<file path="config.mk">
export PLATFORM = sky130hd
export DESIGN_NAME = mem_bus_arbiter
export DESIGN_NICKNAME = d
export VERILOG_FILES = /design/src/rtl/mem_bus_arbiter.sv
export SDC_FILE = /design/constraint.sdc
export NUM_CORES = 1
export LEC_CHECK = 0
export ABC_AREA = 1
export BUFFER_PORTS_ARGS = -buffer_cell sky130_fd_sc_hd__buf_2
export CAP_MARGIN = 5
export CORE_ASPECT_RATIO = 0.75
export CORE_MARGIN = 2
export CORE_UTILIZATION = 40
export CTS_CLUSTER_SIZE = 40
export DETAILED_ROUTE_END_ITERATION = 8
export GPL_ROUTABILITY_DRIVEN = 0
export GPL_TIMING_DRIVEN = 0
export PLACE_DENSITY = 0.77
export SLEW_MARGIN = 25
export SYNTH_ARGS = -nofsm -noshare
export SYNTH_HDL_FRONTEND = slang
export SYNTH_SLANG_ARGS = --single-unit
</file>
<file path="constraint.sdc">
create_clock -name clk -period 3.8 [get_ports clk]
set_input_delay 0 -clock clk [delete_from_list [all_inputs] [get_ports clk]]
set_output_delay 0 -clock clk [all_outputs]
set_load 0.1 [all_outputs]
</file>
<file path="src/rtl/mem_bus_arbiter.sv">
`default_nettype none
// ============================================================================
//  Module   : mem_bus_arbiter
//  Purpose  : Shares the single MMU port between the instruction-fetch (IF)
//             and data-memory (MEM) requesters. MEM has fixed priority over
//             IF. Each access holds the MMU strobes for WAIT_CYCLES cycles,
//             captures read data, and returns a one-cycle ready pulse to the
//             granted side. The stall output freezes the pipeline while an
//             access is pending.
//  Ports    : clk, rst                       - clock, async active-high reset
//             if_req/if_addr                 - IF word-read request
//             if_rdata/if_ready              - IF read data and completion
//             mem_req/mem_we/mem_bytemode/
//             mem_addr/mem_wdata             - MEM access request
//             mem_rdata/mem_ready            - MEM read data and completion
//             mmu_read/mmu_write/mmu_addr/
//             mmu_wdata/mmu_bytemode         - registered MMU command bus
//             mmu_rdata                      - MMU read data
//             stall                          - pipeline freeze (combinational)
//  Revision : 1.0 - initial release
// ============================================================================
module mem_bus_arbiter #(
  parameter int unsigned WAIT_CYCLES = 2
) (
  input  logic        clk,
  input  logic        rst,
  input  logic        if_req,
  input  logic [31:0] if_addr,
  output logic [31:0] if_rdata,
  output logic        if_ready,
  input  logic        mem_req,
  input  logic        mem_we,
  input  logic        mem_bytemode,
  input  logic [31:0] mem_addr,
  input  logic [31:0] mem_wdata,
  output logic [31:0] mem_rdata,
  output logic        mem_ready,
  output logic        mmu_read,
  output logic        mmu_write,
  output logic [31:0] mmu_addr,
  output logic [31:0] mmu_wdata,
  output logic        mmu_bytemode,
  input  logic [31:0] mmu_rdata,
  output logic        stall
);

  localparam logic [1:0] S_IDLE   = 2'd0;
  localparam logic [1:0] S_ACCESS = 2'd1;
  localparam logic [1:0] S_DONE   = 2'd2;

  localparam logic [1:0] G_NONE = 2'd0;
  localparam logic [1:0] G_IF   = 2'd1;
  localparam logic [1:0] G_MEM  = 2'd2;

  localparam logic [3:0] CNT_INIT = 4'(WAIT_CYCLES - 1);

  logic [1:0]  state_q, state_d;
  logic [3:0]  cnt_q, cnt_d;
  logic [1:0]  grant_q, grant_d;
  logic        rd_q, rd_d;
  logic        wr_q, wr_d;
  logic [31:0] addr_q, addr_d;
  logic [31:0] wdata_q, wdata_d;
  logic        byte_q, byte_d;
  logic [31:0] if_rdata_q, if_rdata_d;
  logic [31:0] mem_rdata_q, mem_rdata_d;
  logic        if_rdy_q, if_rdy_d;
  logic        mem_rdy_q, mem_rdy_d;

  always_comb begin
    state_d     = state_q;
    cnt_d       = cnt_q;
    grant_d     = grant_q;
    rd_d        = rd_q;
    wr_d        = wr_q;
    addr_d      = addr_q;
    wdata_d     = wdata_q;
    byte_d      = byte_q;
    if_rdata_d  = if_rdata_q;
    mem_rdata_d = mem_rdata_q;
    // Ready outputs are single-cycle pulses, so they default low.
    if_rdy_d    = 1'b0;
    mem_rdy_d   = 1'b0;

    case (state_q)
      S_IDLE: begin
        if (mem_req) begin
          grant_d = G_MEM;
          addr_d  = mem_addr;
          wdata_d = mem_wdata;
          byte_d  = mem_bytemode;
          wr_d    = mem_we;
          rd_d    = ~mem_we;
          cnt_d   = CNT_INIT;
          state_d = S_ACCESS;
        end else if (if_req) begin
          grant_d = G_IF;
          addr_d  = if_addr;
          wdata_d = 32'd0;
          byte_d  = 1'b0;
          wr_d    = 1'b0;
          rd_d    = 1'b1;
          cnt_d   = CNT_INIT;
          state_d = S_ACCESS;
        end else begin
          grant_d = G_NONE;
          rd_d    = 1'b0;
          wr_d    = 1'b0;
        end
      end

      S_ACCESS: begin
        if (cnt_q == 4'd0) begin
          // Only reads update a data register; writes leave mem_rdata alone.
          if (rd_q) begin
            if (grant_q == G_IF) if_rdata_d  = mmu_rdata;
            else                 mem_rdata_d = mmu_rdata;
          end
          if (grant_q == G_IF) if_rdy_d  = 1'b1;
          else                 mem_rdy_d = 1'b1;
          rd_d    = 1'b0;
          wr_d    = 1'b0;
          state_d = S_DONE;
        end else begin
          cnt_d = cnt_q - 4'd1;
        end
      end

      S_DONE: begin
        state_d = S_IDLE;
      end

      default: begin
        state_d = S_IDLE;
        rd_d    = 1'b0;
        wr_d    = 1'b0;
      end
    endcase
  end

  always_ff @(posedge clk or posedge rst) begin
    if (rst) begin
      state_q     <= S_IDLE;
      cnt_q       <= 4'd0;
      grant_q     <= G_NONE;
      rd_q        <= 1'b0;
      wr_q        <= 1'b0;
      addr_q      <= 32'd0;
      wdata_q     <= 32'd0;
      byte_q      <= 1'b0;
      if_rdata_q  <= 32'd0;
      mem_rdata_q <= 32'd0;
      if_rdy_q    <= 1'b0;
      mem_rdy_q   <= 1'b0;
    end else begin
      state_q     <= state_d;
      cnt_q       <= cnt_d;
      grant_q     <= grant_d;
      rd_q        <= rd_d;
      wr_q        <= wr_d;
      addr_q      <= addr_d;
      wdata_q     <= wdata_d;
      byte_q      <= byte_d;
      if_rdata_q  <= if_rdata_d;
      mem_rdata_q <= mem_rdata_d;
      if_rdy_q    <= if_rdy_d;
      mem_rdy_q   <= mem_rdy_d;
    end
  end

  assign mmu_read     = rd_q;
  assign mmu_write    = wr_q;
  assign mmu_addr     = addr_q;
  assign mmu_wdata    = wdata_q;
  assign mmu_bytemode = byte_q;
  assign if_rdata     = if_rdata_q;
  assign mem_rdata    = mem_rdata_q;
  assign if_ready     = if_rdy_q;
  assign mem_ready    = mem_rdy_q;

  assign stall = (if_req & ~if_rdy_q) | (mem_req & ~mem_rdy_q);

endmodule
`default_nettype wire

</file>
==> results of run 1 <==
-- flip-flops by register name (all words and copies together), names as in the netlist, 2 cells and up --
| name | count |
|---|---|
| grant_q | 2 |
| cnt_q | 4 |
| mmu_addr | 32 |
| mmu_wdata | 32 |
| mem_rdata | 32 |
| if_rdata | 32 |
| state_q | 2 |
-- per-stage QoR --
| step | setup slack [ns] | instance area, sq um |
|---|---|---|
| after global routing | 1.69 | 9230 |
| after global placement | -1.64 | 7240 |
| final | 1.78 | 9230 |
| after CTS | 1.83 | 9230 |
| after detailed placement | 2.16 | 7280 |
| after floorplan | 0.0188 | 5690 |
-- layer usage --
metal	global-route usage, %	vias up
met4	11.3	0
met2	42.1	258
met3	4.76	53
met1	32.6	2879
met5	0	-
li1	-	2830
-- cell type report --
| type | instances | share of cell area [%] |
|---|---|---|
| Inverter | 45 | 1.91 |
| Sequential cell | 141 | 38.2 |
| Clock inverter | 12 | 2.01 |
| Clock buffer | 20 | 4.84 |
| Tap cell | 175 | 2.37 |
| Multi-Input combinational cell | 400 | 19.7 |
| Timing Repair Buffer | 399 | 29.0 |
| Buffer | 37 | 1.90 |
-- kinds of logic after synthesis --
kind of cell / Yosys count / share of synthesized area (%)
buffers and inverters: 82 / 6.05
XOR/XNOR: 1 / 0.154
AO/OA/AOI/OAI: 106 / 11.0
adder cells (fa/ha/maj): 2 / 0.440
flip-flops: 141 / 62.0
AND/OR/NAND/NOR: 291 / 20.4
-- timing repair --
action,CTS,global route
resized for setup,0,0
hold endpoints to repair,202,0
hold buffers,132,0
endpoints found under the setup margin,0,0
-- placed cells by master (no fill, tap or decap), drive strengths merged, types with 4 or more instances in the layout --
master	count
clkbuf	34
clkinv	5
inv	47
nand2	177
buf	290
o31ai	32
dlygate4sd3	132
o21ai	72
dfrtp	141
nand3	36
nor2	77
bufinv	4
-- path summary, 6_finish.rpt --
path	startpoint	to	slack [ns]	cells past startpoint
max	state_q[1]	mmu_addr[15]	1.78	6
min	mem_req	state_q[0]	0.17	3
max reg2reg	state_q[1]	mmu_addr[15]	1.78	6
min reg2reg	mmu_wdata[27]	mmu_wdata[27]	0.46	2
max in group asynchronous	rst	mmu_wdata[27]	2.87	4
min in group asynchronous	rst	mmu_wdata[12]	0.20	3
-- tightest hold or removal path: cells and delay by family --
kind,cells,cell delay [ns]
buffers and inverters,1,0.18
AO/OA/AOI/OAI,1,0.14
AND/OR/NAND/NOR,1,0.18
==> results.md, run 1 <==
* HP Class: input pin to flop
* Root Buffer: clkbuf_16
* Via Count at 6020
* Largest net degree at the start of global routing at 72
* Commonest cells in the netlist: nand2_1, dfrtp_1, nor2_1, o21ai_0, inv_1
* DR pass1 iterations at 5
* Critical Path AT at 2.30 ns
* Final Cycle Share at 53.2%
* RSZ-0062 raised after global routing: false
* Mapped Avg Cell Area at 9.13 sq um
* Total Routed Length at 19100 microns
* H-tree depth reported by CTS at 4
* Max-cap viol count at 0
* First-pass GRT wire length at 30300 microns
* Period minus WS final at 2.02 ns
* Synth warn at 0
* CTS tree: built
* Clk buf depth at 2
* Clock sinks at 141
* Slew margin rel. at 64.8%
* Highest Signal Layer: met4
* PortBufs at 266
* Setup CP Type: flop to flop
* Fillers at 1038
* Placed cell count at 1065
* Critical Path Slowest Stage Cell: dlygate4sd3_1
* Synth top area share at 62.0%
* Max incr delay on CP at 0.57 ns
* CP Launch Type: flop
* Max Slew Vio Count at 0
* Die Ht at 107 microns
* Prevailing post-synth register cell: dfrtp_1
* Number of synthesized flops with an enable pin at 0
* Cell count after synthesis at 623
* #FFs+latches synth at 141
* Starting Density at 41.2%
* Synth cell types at 22
* Yosys top cell by area: dfrtp_1
* Die area at 0.0152 sq mm
* Antenna violations before repair at 0
* # rows at 37
* Top delay family on crit path: buffers and inverters
* NumNets Final at 1177
* Most common cell in the synthesized netlist: nand2_1
* Crit path max fanout at 10
* Area Overhead vs Synth at 62.2%
* Syn nets at 759
* Skew final at 0.0111 ns
* CTS Buf Count at 17
* Final Non-Filler Cells at 1229
* CTS clk-pin slew, worst paths at 0.06 ns
* Sum of negative setup slack at 0 ns
* Dpl hpwl at 12100 microns
* Critical path buffers and inverters at 2
* Post-Syn Area at 0.00569 sq mm
* Vias in the first global route at 6167
* DR WL/cell at 15.6 microns
* GRT Resource Usage Total at 25.3%
* N_diodes at 0
* Met3 WL at 1050 microns
* IO Count at 268
* Final hold violations at 0
* Outcome: complete, no violations
* Share of layout cells above drive strength 1 at 31.1%
* CP Capture Type: flop
* Register Area at 0.00353 sq mm
* Area of the multi-input gates at 0.00182 sq mm
* Congestion Overflow GR at 0
* Met2 WL at 9270 microns
* DR vias/cell at 4.90
* Chip Width at 142 microns
* DRT antenna net count at 0
* Slew at the pin closest to its max-slew limit at 0.528 ns
* Worst hold slack at 0.170 ns
* Area contributors post-synth: dfrtp_1, nand2_1, o21ai_0
* Metal-1 WL at 8220 microns
* Core footprint at 0.0138 sq mm
* DR DRC count at 0
* Seq/Total Area, Yosys at 62.0%
* Req. time, crit path at 4.08 ns
* Clock latency on the worst-skew pair at 0.40 ns
* 1st-iter DRT viols at 393
* # setup viols final at 0
* Fmax at 495 MHz
* Synth async-reset ratio at 100%
* Setup bufs post-CTS at 0
* Crit-path cells: nor2_1 -> o21ai_4 -> clkbuf_1 -> nand2_1 -> o31ai_1 -> dlygate4sd3_1
* Layout Utilization at 66.9%
Power of run 1 is left out: the tool's default activity adds up to more than one toggle a clock period on the data nets, which glitch-free logic cannot reach.
==> run 2: changes to the inputs <==
Clock period 3.8 ns to 1.7 ns, I/O delays scaled along.
==> run 2 against run 1 <==
Net effect:
- register-to-register slack got worse by 1.6 ns
- worst hold slack got worse by 0.0022 ns
- core utilization rose by 0.49 points
- die area did not move
- sequential cell count did not move
- count of clock-buffer cells in the layout fell by 1
- maximum frequency rose by 30%
- sequential share of layout area fell by 0.28 points
- highest routed layer unchanged
==> results.md, run 2 (synthesized netlist as in run 1, its figures left out) <==
* Core footprint at 0.0138 sq mm (unchanged)
* Area Overhead vs Synth at 63.4%
* Crit path max fanout at 10 (unchanged)
* Crit-path cells: inv_1 -> ha_1 -> nand2_2 -> nor2_1 -> nand2_2 -> buf_2 -> nand2_1 -> o21ai_0
* WHS Endpoint: state_q[0]
* Req. time, crit path at 1.98 ns (-2.10 ns)
* Hold path start: mem_req
* Max Slew Vio Count at 0 (unchanged)
* Slew margin rel. at 64.3% (-0.50 points)
* Hold Path Depth at 3 (unchanged)
* Fillers at 1045 (+0.67%)
* Die Ht at 107 microns (unchanged)
* Slew at the pin closest to its max-slew limit at 0.536 ns (+0.00756 ns)
* Register Area at 0.00353 sq mm (unchanged)
* CTS Buf Count at 17 (unchanged)
* Dpl hpwl at 12400 microns (+3.2%)
* Largest net degree at the start of global routing at 31 (-57%)
* Period minus WS final at 1.56 ns (-0.463 ns)
* DRT antenna net count at 0 (unchanged)
* 1st-iter DRT viols at 448 (+14%)
* Chip Width at 142 microns (unchanged)
* Sum of negative setup slack at 0 ns (unchanged)
* Critical path buffers and inverters at 2 (unchanged)
* Max incr delay on CP at 0.35 ns (-0.22 ns)
* CP most frequent cell: nand2_2
* Critical Path Slowest Stage Cell: dfrtp_1
* Starting Density at 41.2% (unchanged)
* Reg-to-reg slack, setup at 0.14 ns (-1.64 ns)
* Setup CP Type: flop to flop
* # rows at 37 (unchanged)
* First-pass GRT wire length at 30700 microns (+1.3%)
* CTS tree: built
* DR WL/cell at 16.0 microns (+2.5%)
* Via Count at 6064 (+0.73%)
* Root Buffer: clkbuf_16
* CP Capture Type: flop
* Final hold violations at 0 (unchanged)
* Antenna violations before repair at 0 (unchanged)
* Total Routed Length at 19700 microns (+2.9%)
* DR vias/cell at 4.91 (+0.32%)
* Fmax at 642 MHz (+30%)
* PortBufs at 266 (unchanged)
* Clock latency on the worst-skew pair at 0.41 ns (about the same)
* Vias in the first global route at 6183 (+0.26%)
* CP Launch Type: flop
* GRT Resource Usage Total at 25.9% (+0.56 points)
* Outcome: complete, no violations
* Critical Path AT at 1.84 ns (-0.46 ns)
* Final Cycle Share at 91.7% (+38 points)
* NumNets Final at 1182 (+0.42%)
* Worst hold slack at 0.167 ns (-0.00225 ns)
* Crit Reg-Reg Endpoint: if_rdata[23]
* # setup viols final at 0 (unchanged)
* RSZ-0062 raised after global routing: true
* Commonest non-fill, non-tap cells in the layout: buf_2, nand2_1, dfrtp_1
* CTS clk-pin slew, worst paths at 0.06 ns (about the same)
* Congestion Overflow GR at 0 (unchanged)
* Reg2reg path depth at 8 (+2)
* IO Count at 268 (unchanged)
* DR DRC count at 0 (unchanged)
* HP Class: input pin to flop
* Area of the multi-input gates at 0.00183 sq mm (+0.76%)
* DR pass1 iterations at 7 (+2)
* Skew final at 0.0128 ns (+0.00179 ns)
* H-tree depth reported by CTS at 4 (unchanged)
* Max-cap viol count at 0 (unchanged)
* Clk buf depth at 2 (unchanged)
* Critical R2R Launch: cnt_q[1]
* Die area at 0.0152 sq mm (unchanged)
* Top delay family on crit path: simple AND/OR/NAND/NOR gates
* Clock sinks at 141 (unchanged)
* Share of layout cells above drive strength 1 at 31.9% (+0.83 points)
* Commonest non-fill, non-tap cell in the layout: buf_2
==> run 2: cell types whose count changed in the layout (fill, tap and decap cells not counted), moves of 2 or more <==
cell        before  now
buf_4            2    4
o21ai_0         68   62
clkinv_4         3    1
clkbuf_4         0    2
clkbuf_1        13    9
buf_12           0    3
o21ai_1          3    9
bufinv_16        4    2
clkinvlp_4       1    6
==> run 2: final cells by class <==
cell class                      count  share of cell area (%)
Clock buffer                       19                    4.76
Tap cell                          175                    2.36
Inverter                           45                    1.86
Sequential cell                   141                    38.0
Antenna cell                        1                  0.0269
Timing Repair Buffer              404                    29.9
Buffer                             37                    2.01
Clock inverter                     12                    1.48
Multi-Input combinational cell    400                    19.7
==> run 2: worst max-delay path by stage <==
| stage | from | to | slack [ns] | cells past startpoint |
|---|---|---|---|---|
| floorplan | mmu_read | mem_rdata[22] | -0.08 | 6 |
| global placement | rst | mmu_wdata[10] | -0.96 | 2 |
| finish | cnt_q[1] | if_rdata[23] | 0.14 | 8 |
| detailed placement | cnt_q[0] | if_rdata[16] | 0.03 | 7 |
| CTS | cnt_q[0] | if_rdata[16] | 0.02 | 7 |
| global route | cnt_q[1] | if_rdata[31] | -0.04 | 7 |
==> run 2: metal layers <==
layer	vias up	track usage [%]	routed length, microns
met5	-	0	0
met4	0	12.6	662
met3	58	4.85	905
met2	249	44.2	9960
met1	2898	31.9	8160
li1	2859	-	-
==> run 2: tightest hold or removal path: cells and delay by family <==
family / cells / cell delay (ns)
and+or+nand+nor: 1 / 0.19
buffers and inverters: 1 / 0.17
AOI/OAI and AO/OA: 1 / 0.14
==> run 2: timing repair <==
item | in CTS | in global routing
hold buffers | 132 | 0
buffers inserted | 0 | 1
endpoints found under the hold margin | 186 | 0
gates resized for setup | 0 | 20
endpoints found under the setup margin | 0 | 54
==> run 2: metrics by stage <==
step | instances | utilization (%) | worst slack, ns | instance area (sq um)
global route | 1233 | 67.4 | -0.0403 | 9290
global placement | 1064 | 52.6 | -0.965 | 7260
finish | 1234 | 67.4 | 0.141 | 9300
detailed placement | 1069 | 53.4 | 0.0288 | 7370
CTS | 1232 | 67.2 | 0.0217 | 9280
floorplan | 623 | - | -0.0804 | 5710
Power of run 2 is left out for the same reason.
==> run 3: changes to the inputs <==
Settings changed: BUFFER_PORTS_ARGS -buffer_cell sky130_fd_sc_hd__buf_2 to not set, CORE_MARGIN 2 to 4, DONT_BUFFER_PORTS set to 1, PLACE_DENSITY 0.77 to 0.6, TNS_END_PERCENT set to 100.
==> run 3 against run 2 <==
Net effect:
- setup slack lost 0.13 ns
- worst hold slack lost 0.074 ns
- sequential share of layout area grew 6.0 points
- core utilization shrank 9.2 points
- critical path type is now flop to output pin
- largest cell class unchanged
==> results.md, run 3 (synthesized netlist as in run 1, its figures left out) <==
* Outcome: complete, no violations
* # rows at 37 (unchanged)
* HP Class: input pin to asynchronous set/reset pin
* Total Routed Length at 17600 microns (-11%)
* Clock sinks at 141 (unchanged)
* IO Count at 268 (unchanged)
* Final Cycle Share at 99.5% (+7.8 points)
* DR DRC count at 0 (unchanged)
* Commonest non-fill, non-tap cells in the layout: nand2_1, dfrtp_1, dlygate4sd3_1
* Period minus WS final at 1.69 ns (+0.133 ns)
* CTS clk-pin slew, worst paths at 0.06 ns (about the same)
* # setup viols final at 0 (unchanged)
* CP Launch Type: flop
* Max incr delay on CP at 0.64 ns (+0.29 ns)
* Area Overhead vs Synth at 41.5%
* CP Capture Type: output pin
* CTS tree: built
* Top delay family on crit path: compound AO/OA/AOI/OAI gates
* First-pass GRT wire length at 28500 microns (-7.3%)
* Starting Density at 41.1% (-0.14 points)
* Die Ht at 111 microns (+3.7%)
* Slew at the pin closest to its max-slew limit at 0.946 ns (+0.410 ns)
* Req. time, crit path at 1.70 ns (-0.28 ns)
* DRT antenna net count at 0 (unchanged)
* Congestion Overflow GR at 0 (unchanged)
* Register Area at 0.00354 sq mm (+0.32%)
* Clk buf depth at 2 (unchanged)
* DR vias/cell at 5.23 (+6.5%)
* Skew final at 0.0105 ns (-0.00236 ns)
* Reg2reg path depth at 6 (-2)
* N_diodes at 0 (-1)
* Core footprint at 0.0138 sq mm (+0.34%)
* DR pass1 iterations at 5 (-2)
* Critical path buffers and inverters at 0 (-2)
* Die area at 0.0162 sq mm (+6.7%)
* RSZ-0062 raised after global routing: true
* Max Slew Vio Count at 0 (unchanged)
* Area of the multi-input gates at 0.00184 sq mm (+0.27%)
* H-tree depth reported by CTS at 4 (unchanged)
* Antenna violations before repair at 0 (unchanged)
* 1st-iter DRT viols at 352 (-21%)
* Crit path max fanout at 2 (-8)
* GRT Resource Usage Total at 21.9% (-4.0 points)
* Critical Path Slowest Stage Cell: o22ai_4
* CTS Buf Count at 17 (unchanged)
* Fillers at 1122 (+7.4%)
* Final hold violations at 0 (unchanged)
* Commonest non-fill, non-tap cell in the layout: nand2_1
* PortBufs at 0 (-100%)
* Post-DP Area at 0.00604 sq mm (-18%)
* Share of layout cells above drive strength 1 at 10.2% (-22 points)
* Slew margin rel. at 37.0% (-27 points)
* Final Non-Filler Cells at 970 (-21%)
* WP depth at 1 (-7)
* Max-cap viol count at 0 (unchanged)
* Clock latency on the worst-skew pair at 0.42 ns (about the same)
* Vias in the first global route at 5418 (-12%)
* Chip Width at 146 microns (+2.8%)
* Fmax at 591 MHz (-7.8%)
* NumNets Final at 918 (-22%)
* Critical Path AT at 1.69 ns (-0.15 ns)
* DR WL/cell at 18.1 microns (+14%)
* Design area at 0.00805 sq mm (-13%)
* Root Buffer: clkbuf_16
* Via Count at 5075 (-16%)
* Setup CP Type: flop to output pin
* Crit-path cells: o22ai_4
* Largest net degree at the start of global routing at 33 (+6.5%)
* Dpl hpwl at 11800 microns (-5.3%)
* Placed cell count at 803 (-25%)
==> run 3: per-layer routing <==
metal  wire length, microns  GRT usage, %  vias to the layer above
met5                      0             0                        -
met4                    475          8.67                        0
met3                   1390          7.36                       40
met2                   8470          35.6                      245
met1                   7240          27.0                     2471
li1                       -             -                     2319
==> run 3: worst paths after layout <==
kind	from	endpoint	slack (ns)
min	rst	if_rdata[21]	0.09
min reg2reg	grant_q[1]	grant_q[1]	0.52
max in group asynchronous	rst	mmu_read	0.75
max reg2reg	mmu_read	if_rdata[4]	0.08
min in group clk	mem_req	state_q[0]	0.12
max	if_ready	stall	0.009
==> run 3: area by class of cell <==
cell class              count  share of cell area (%)
inverters                  45                    2.14
clock inverters            14                    2.56
repair buffers            140                    18.2
plain buffers              37                    2.25
well taps                 175                    2.72
clock buffers              18                    5.33
multi-input cells         400                    22.8
flip-flops and latches    141                    43.9
==> run 3: through the flow <==
step           hold slack [ns]  utilization [%]  worst slack, ns  TNS [ns]
2_1_floorplan            0.146                -          -0.0804    -12.45
3_3_place_gp             0.150             42.8           -0.740   -120.67
3_5_place_dp            -0.108             43.7           -0.413    -20.12
4_1_cts                 0.0522             57.9          -0.0185   -0.0185
5_1_grt                  0.103             58.2          -0.0231   -0.0734
6_report                0.0935             58.2          0.00867         0
==> run 3: timing repair <==
item,4_1_cts,5_1_grt
pin swaps,1,2
endpoints found under the setup margin,65,60
resized for setup,5,16
hold buffers,132,0
endpoints found under the hold margin,223,0
setup buffers,0,3
Power of run 3 is left out for the same reason.
